File: src/rtl/dmem_axi_bridge_pkg.sv
// Shared definitions for the data-side AXI bridge: FSM states, access size codes
// and the constant AXI fields the wrapper ties off.
package dmem_axi_bridge_pkg;

  typedef enum logic [2:0] {
    IDLE    = 3'd0,
    RD_ADDR = 3'd1,
    RD_DATA = 3'd2,
    WR_REQ  = 3'd3,
    WR_RESP = 3'd4,
    DONE    = 3'd5
  } bridgeState_t;

  localparam logic [1:0] SIZE_BYTE = 2'd0;
  localparam logic [1:0] SIZE_HALF = 2'd1;
  localparam logic [1:0] SIZE_WORD = 2'd2;

  localparam logic [3:0] AXI_ID         = 4'd1;
  localparam logic [3:0] AXI_LEN        = 4'd0;
  localparam logic [1:0] AXI_BURST_INCR = 2'b01;

  function automatic logic isStore(input logic [3:0] wen);
    return wen != 4'b0000;
  endfunction

  function automatic logic [2:0] axiSize(input logic [1:0] size);
    return {1'b0, size};
  endfunction

endpackage

File: src/rtl/dmem_axi_bridge.sv
// Turns the single M-stage load/store into one AXI3 single-beat transaction and
// holds the pipeline via stallreq_from_mem until it completes.
//
// state   | meaning
// IDLE    | waiting for a qualified M-stage access
// RD_ADDR | read address offered, waiting for arready
// RD_DATA | waiting for the single read beat
// WR_REQ  | AW and W offered together, each retired independently
// WR_RESP | waiting for the write response
// DONE    | result available, stall released; parked here while pipe_hold
module dmem_axi_bridge
  import dmem_axi_bridge_pkg::*;
(
  input  logic        clk,
  input  logic        rst,
  input  logic        mem_en,
  input  logic [3:0]  mem_wen,
  input  logic [31:0] mem_addr,
  input  logic [31:0] mem_wdata,
  input  logic [1:0]  mem_size,
  input  logic        pipe_hold,
  output logic [31:0] readdataM,
  output logic        stallreq_from_mem,
  output logic [31:0] araddr,
  output logic [2:0]  arsize,
  output logic        arvalid,
  input  logic        arready,
  input  logic [31:0] rdata,
  input  logic        rvalid,
  input  logic        rlast,
  output logic        rready,
  output logic [31:0] awaddr,
  output logic [2:0]  awsize,
  output logic        awvalid,
  input  logic        awready,
  output logic [31:0] wdata,
  output logic [3:0]  wstrb,
  output logic        wvalid,
  output logic        wlast,
  input  logic        wready,
  input  logic        bvalid,
  output logic        bready
);

  bridgeState_t state;
  logic [31:0]  addrReg;
  logic [31:0]  wdataReg;
  logic [1:0]   sizeReg;
  logic [3:0]   strbReg;
  logic         awDone;
  logic         wDone;
  logic         awHs;
  logic         wHs;
  logic         unusedRlast;

  // len is always 0, so the single beat is by construction the last one
  assign unusedRlast = rlast;

  assign awHs = awvalid & awready;
  assign wHs  = wvalid & wready;

  assign araddr = addrReg;
  assign awaddr = addrReg;
  assign arsize = axiSize(sizeReg);
  assign awsize = axiSize(sizeReg);
  assign wdata  = wdataReg;
  assign wstrb  = strbReg;

  assign stallreq_from_mem = ((state == IDLE) & mem_en) |
                             ((state != IDLE) & (state != DONE));

  always_ff @(posedge clk or posedge rst) begin
    if (rst) begin
      state     <= IDLE;
      addrReg   <= '0;
      wdataReg  <= '0;
      sizeReg   <= SIZE_BYTE;
      strbReg   <= '0;
      awDone    <= 1'b0;
      wDone     <= 1'b0;
      readdataM <= '0;
      arvalid   <= 1'b0;
      rready    <= 1'b0;
      awvalid   <= 1'b0;
      wvalid    <= 1'b0;
      wlast     <= 1'b0;
      bready    <= 1'b0;
    end else begin
      case (state)
        IDLE: begin
          if (mem_en) begin
            addrReg  <= mem_addr;
            wdataReg <= mem_wdata;
            sizeReg  <= mem_size;
            strbReg  <= mem_wen;
            awDone   <= 1'b0;
            wDone    <= 1'b0;
            if (isStore(mem_wen)) begin
              awvalid <= 1'b1;
              wvalid  <= 1'b1;
              wlast   <= 1'b1;
              state   <= WR_REQ;
            end else begin
              arvalid <= 1'b1;
              state   <= RD_ADDR;
            end
          end
        end
        RD_ADDR: begin
          if (arready) begin
            arvalid <= 1'b0;
            rready  <= 1'b1;
            state   <= RD_DATA;
          end
        end
        RD_DATA: begin
          if (rvalid) begin
            readdataM <= rdata;
            rready    <= 1'b0;
            state     <= DONE;
          end
        end
        WR_REQ: begin
          if (awHs) begin
            awvalid <= 1'b0;
            awDone  <= 1'b1;
          end
          if (wHs) begin
            wvalid <= 1'b0;
            wlast  <= 1'b0;
            wDone  <= 1'b1;
          end
          // Either channel may finish first; both may finish in the same cycle
          if ((awDone | awHs) & (wDone | wHs)) begin
            bready <= 1'b1;
            state  <= WR_RESP;
          end
        end
        WR_RESP: begin
          if (bvalid) begin
            bready <= 1'b0;
            state  <= DONE;
          end
        end
        DONE: begin
          // While held, the same instruction is still in M; leaving would re-issue it
          if (!pipe_hold) state <= IDLE;
        end
        default: state <= IDLE;
      endcase
    end
  end

endmodule

File: config.mk
export PLATFORM = sky130hd
export DESIGN_NAME = dmem_axi_bridge
export DESIGN_NICKNAME = d
export VERILOG_FILES = /design/src/rtl/dmem_axi_bridge_pkg.sv /design/src/rtl/dmem_axi_bridge.sv
export SDC_FILE = /design/constraint.sdc
export NUM_CORES = 1
export LEC_CHECK = 0
export ABC_AREA = 1
export BUFFER_PORTS_ARGS = -buffer_cell sky130_fd_sc_hd__buf_2
export CAP_MARGIN = 20
export CORE_MARGIN = 4
export CORE_UTILIZATION = 35
export DETAILED_ROUTE_END_ITERATION = 7
export PLACE_DENSITY_LB_ADDON = 0.05
export SETUP_SLACK_MARGIN = 0.15
export SLEW_MARGIN = 20
export SYNTH_ARGS = -nofsm -noshare
export SYNTH_HDL_FRONTEND = slang
export SYNTH_SLANG_ARGS = --single-unit
File: constraint.sdc
create_clock -name clk -period 9.57 [get_ports clk]
set_clock_uncertainty 0.1 [all_clocks]
set_input_delay 0.4785 -clock clk [delete_from_list [all_inputs] [get_ports clk]]
set_output_delay 0.4785 -clock clk [all_outputs]
set_load 0.01 [all_outputs]
==> metrics <==
CTS Hold Bufs 0; Routed WL 12510 µm; gpl congestion about 0.86; Synth Warn # 0; simple-gate portion of the synthesized area 20.55%; area share of the largest cell type after synthesis between 50% and 60%; leakage 3.710 nW; Synth Area in XOR/XNOR 0%; cells on worst reg2reg path 6; r2r endpoint wstrb[0]$_DFFE_PP0P_; RSZ-0062 raised after global routing no; Fin. Hold Viols 0; Critical Path RT roughly 9 ns; Crit Path Class register to output port; flop2flop setup slack 7.45 ns; Final setup viols 0; Sum Neg Setup Slack 0 ns; RR Startpoint state[0]$_DFFE_PP0P_; PnR worst setup slack 7.120 ns; Root Driver clkbuf_16; crit path cell chain inv_2 > nand2_2 > nor2_4 > inv_2 > nand2_1 > buf_2; post-synthesis compound-gate area fraction between 1.5 and 2%; CTS Buf Count 9; Worst path slowest cell dfrtp_1; Power Total 2.167 mW; initial DRC count 186; # Post-CTS Setup Buffers 0; io pins 257; largest family of logic cells by synthesized area simple AND/OR/NAND/NOR gates; CP bufs+invs 3; post-synthesis mux area share 9.720%; Slew @ Worst Pin slightly below 0.8 ns; 1st-pass router iterations 4; Clk pin slew, worst setup/hold paths 0.07 ns; Rel. slew slack around half; peak supply drop 0.1282 mV; period utilisation layout 25.60%; Clk Latency, worst-skew pair 0.34 ns; drt wl/cell 14.21 µm; commonest cells after routing, fill and taps aside 253 x buf_2, 223 x nand2_1, 112 x dfrtp_1; Post-synth EDFFs 0; Post-CTS Resized 0; Worst Setup Slack post-DPL between 7 and 8 ns; Syn-to-layout area delta 29.73%; Die Span Y 125.4 µm; Post-Syn Area 4827 µm²; Area contributors post-synth dfrtp_1 58%, nand2_1 17%, mux2_4 9.0%; Core Area 13400 µm²; Worst EP arrival about 1.9 ns; WHS 0.1870 ns; max-slew violation count 0; cell family with most CP delay buffers and inverters; commonest non-fill, non-tap cell in the layout buf_2; crit-path max cell delay around 0.52 ns; Clock Path Buffers 2; synth unique cells 20; HPWL after DPL slightly above 9000 µm; first-pass GRT wire length just under 20000 µm; Crit path top cell by count inv_2; asr flop ratio synth 100.0%; clock sinks 112; GR Overflow Total 0; row cnt 42; Global Route Usage Sum 15.46%; Seq/Total Area, Yosys 58.06%; CTS tree yes; Tmin final 2.450 ns; adder-cell area share of the yosys netlist 0%; port bufs 253; Main synth FF type dfrtp_1; HP Class input port to async pin; vias in the first global route between 3k and 4k; Initial Util 36.02%; CP endpoint kind output port; CP Depth 6; Yosys reg bits 112; largest net degree at the start of global routing 70; post-layout util 46.73%; DRT antenna net count 0; cell taking the most area after synthesis dfrtp_1; critical path launch point type register; status complete, no violations; CP Max Fanout 27; Final Instance Count excl. Fillers slightly below 900; vias 3844; Syn Area/Cell 9.912 µm²; Die X 125.4 µm; Placed Instance Area 5941 µm²; initial antenna violation count 0; DRC 0; layout cells sized above 1 44.46%; synthesized netlist cell count 487; max_cap viols 0; final instance area 6262 µm²; Final Net Count 811; H-tree depth 3; Via density 4.368; Cells after DPL 864; area of the die 15740 µm²; fmax ~0.41 GHz; number of antenna diodes 0; PwrDens around 350 nW/µm²
kinds of logic after synthesis:
| group | Yosys count |
|---|---|
| flip-flops | 112 |
| AND/OR/NAND/NOR | 250 |
| buffers and inverters | 76 |
| other | 1 |
| multiplexers | 32 |
| AO/OA/AOI/OAI | 16 |
worst max path at each step:
| stage | startpoint | to | slack (ns) |
|---|---|---|---|
| 6_report | state[0]$_DFFE_PP0P_ | stallreq_from_mem | 7.12 |
| 5_1_grt | state[0]$_DFFE_PP0P_ | stallreq_from_mem | 7.00 |
| 4_1_cts | state[0]$_DFFE_PP0P_ | stallreq_from_mem | 7.10 |
| 3_5_place_dp | state[0]$_DFFE_PP0P_ | wstrb[0]$_DFFE_PP0P_ | 7.42 |
| 3_3_place_gp | state[0]$_DFFE_PP0P_ | wstrb[1]$_DFFE_PP0P_ | 7.50 |
| 2_1_floorplan | rst | araddr[0]$_DFFE_PP0P_ | 6.03 |
flip-flops by register name, indices dropped and copies added, names as in the netlist:
| register | flops |
|---|---|
| araddr | 32 |
| arvalid | 1 |
| awDone | 1 |
| awvalid | 1 |
| bready | 1 |
| readdataM | 32 |
| rready | 1 |
| sizeReg | 2 |
| state | 3 |
| wDone | 1 |
| wdata | 32 |
| wlast | 1 |
| wstrb | 4 |
per-layer routing:
layer / vias up / track usage [%] / part of all wire (%)
met5: - / 0 / 0
met1: 1794 / 19.41 / 42
met2: 150 / 25.96 / 49
met4: 0 / 5.867 / 1.8
li1: 1884 / - / -
met3: 16 / 3.625 / 6.6
power by group:
group / switching, mW / internal, mW
clock: 0.166 / 0.235
combinational: 0.512 / 0.413
sequential: 0.140 / 0.701
synthesized netlist by cell type, types with 4 or more instances:
cell	n
nand3_1	9
dfrtp_1	112
a21oi_1	4
nand2_1	223
buf_4	39
nor2_1	12
buf_2	12
mux2_4	29
o21ai_0	11
buf_6	4
inv_1	17
final cells by class:
cell class                      instances  area, µm²
Clock buffer                           10      239.0
Clock inverter                          6      82.58
Fill cell                            1378       7138
Inverter                               20      77.57
Multi-Input combinational cell        300       1551
Sequential cell                       112       2803
Tap cell                              176      220.2
Timing Repair Buffer                  256       1289
No activity file was read; power rests on OpenSTA's default activity.
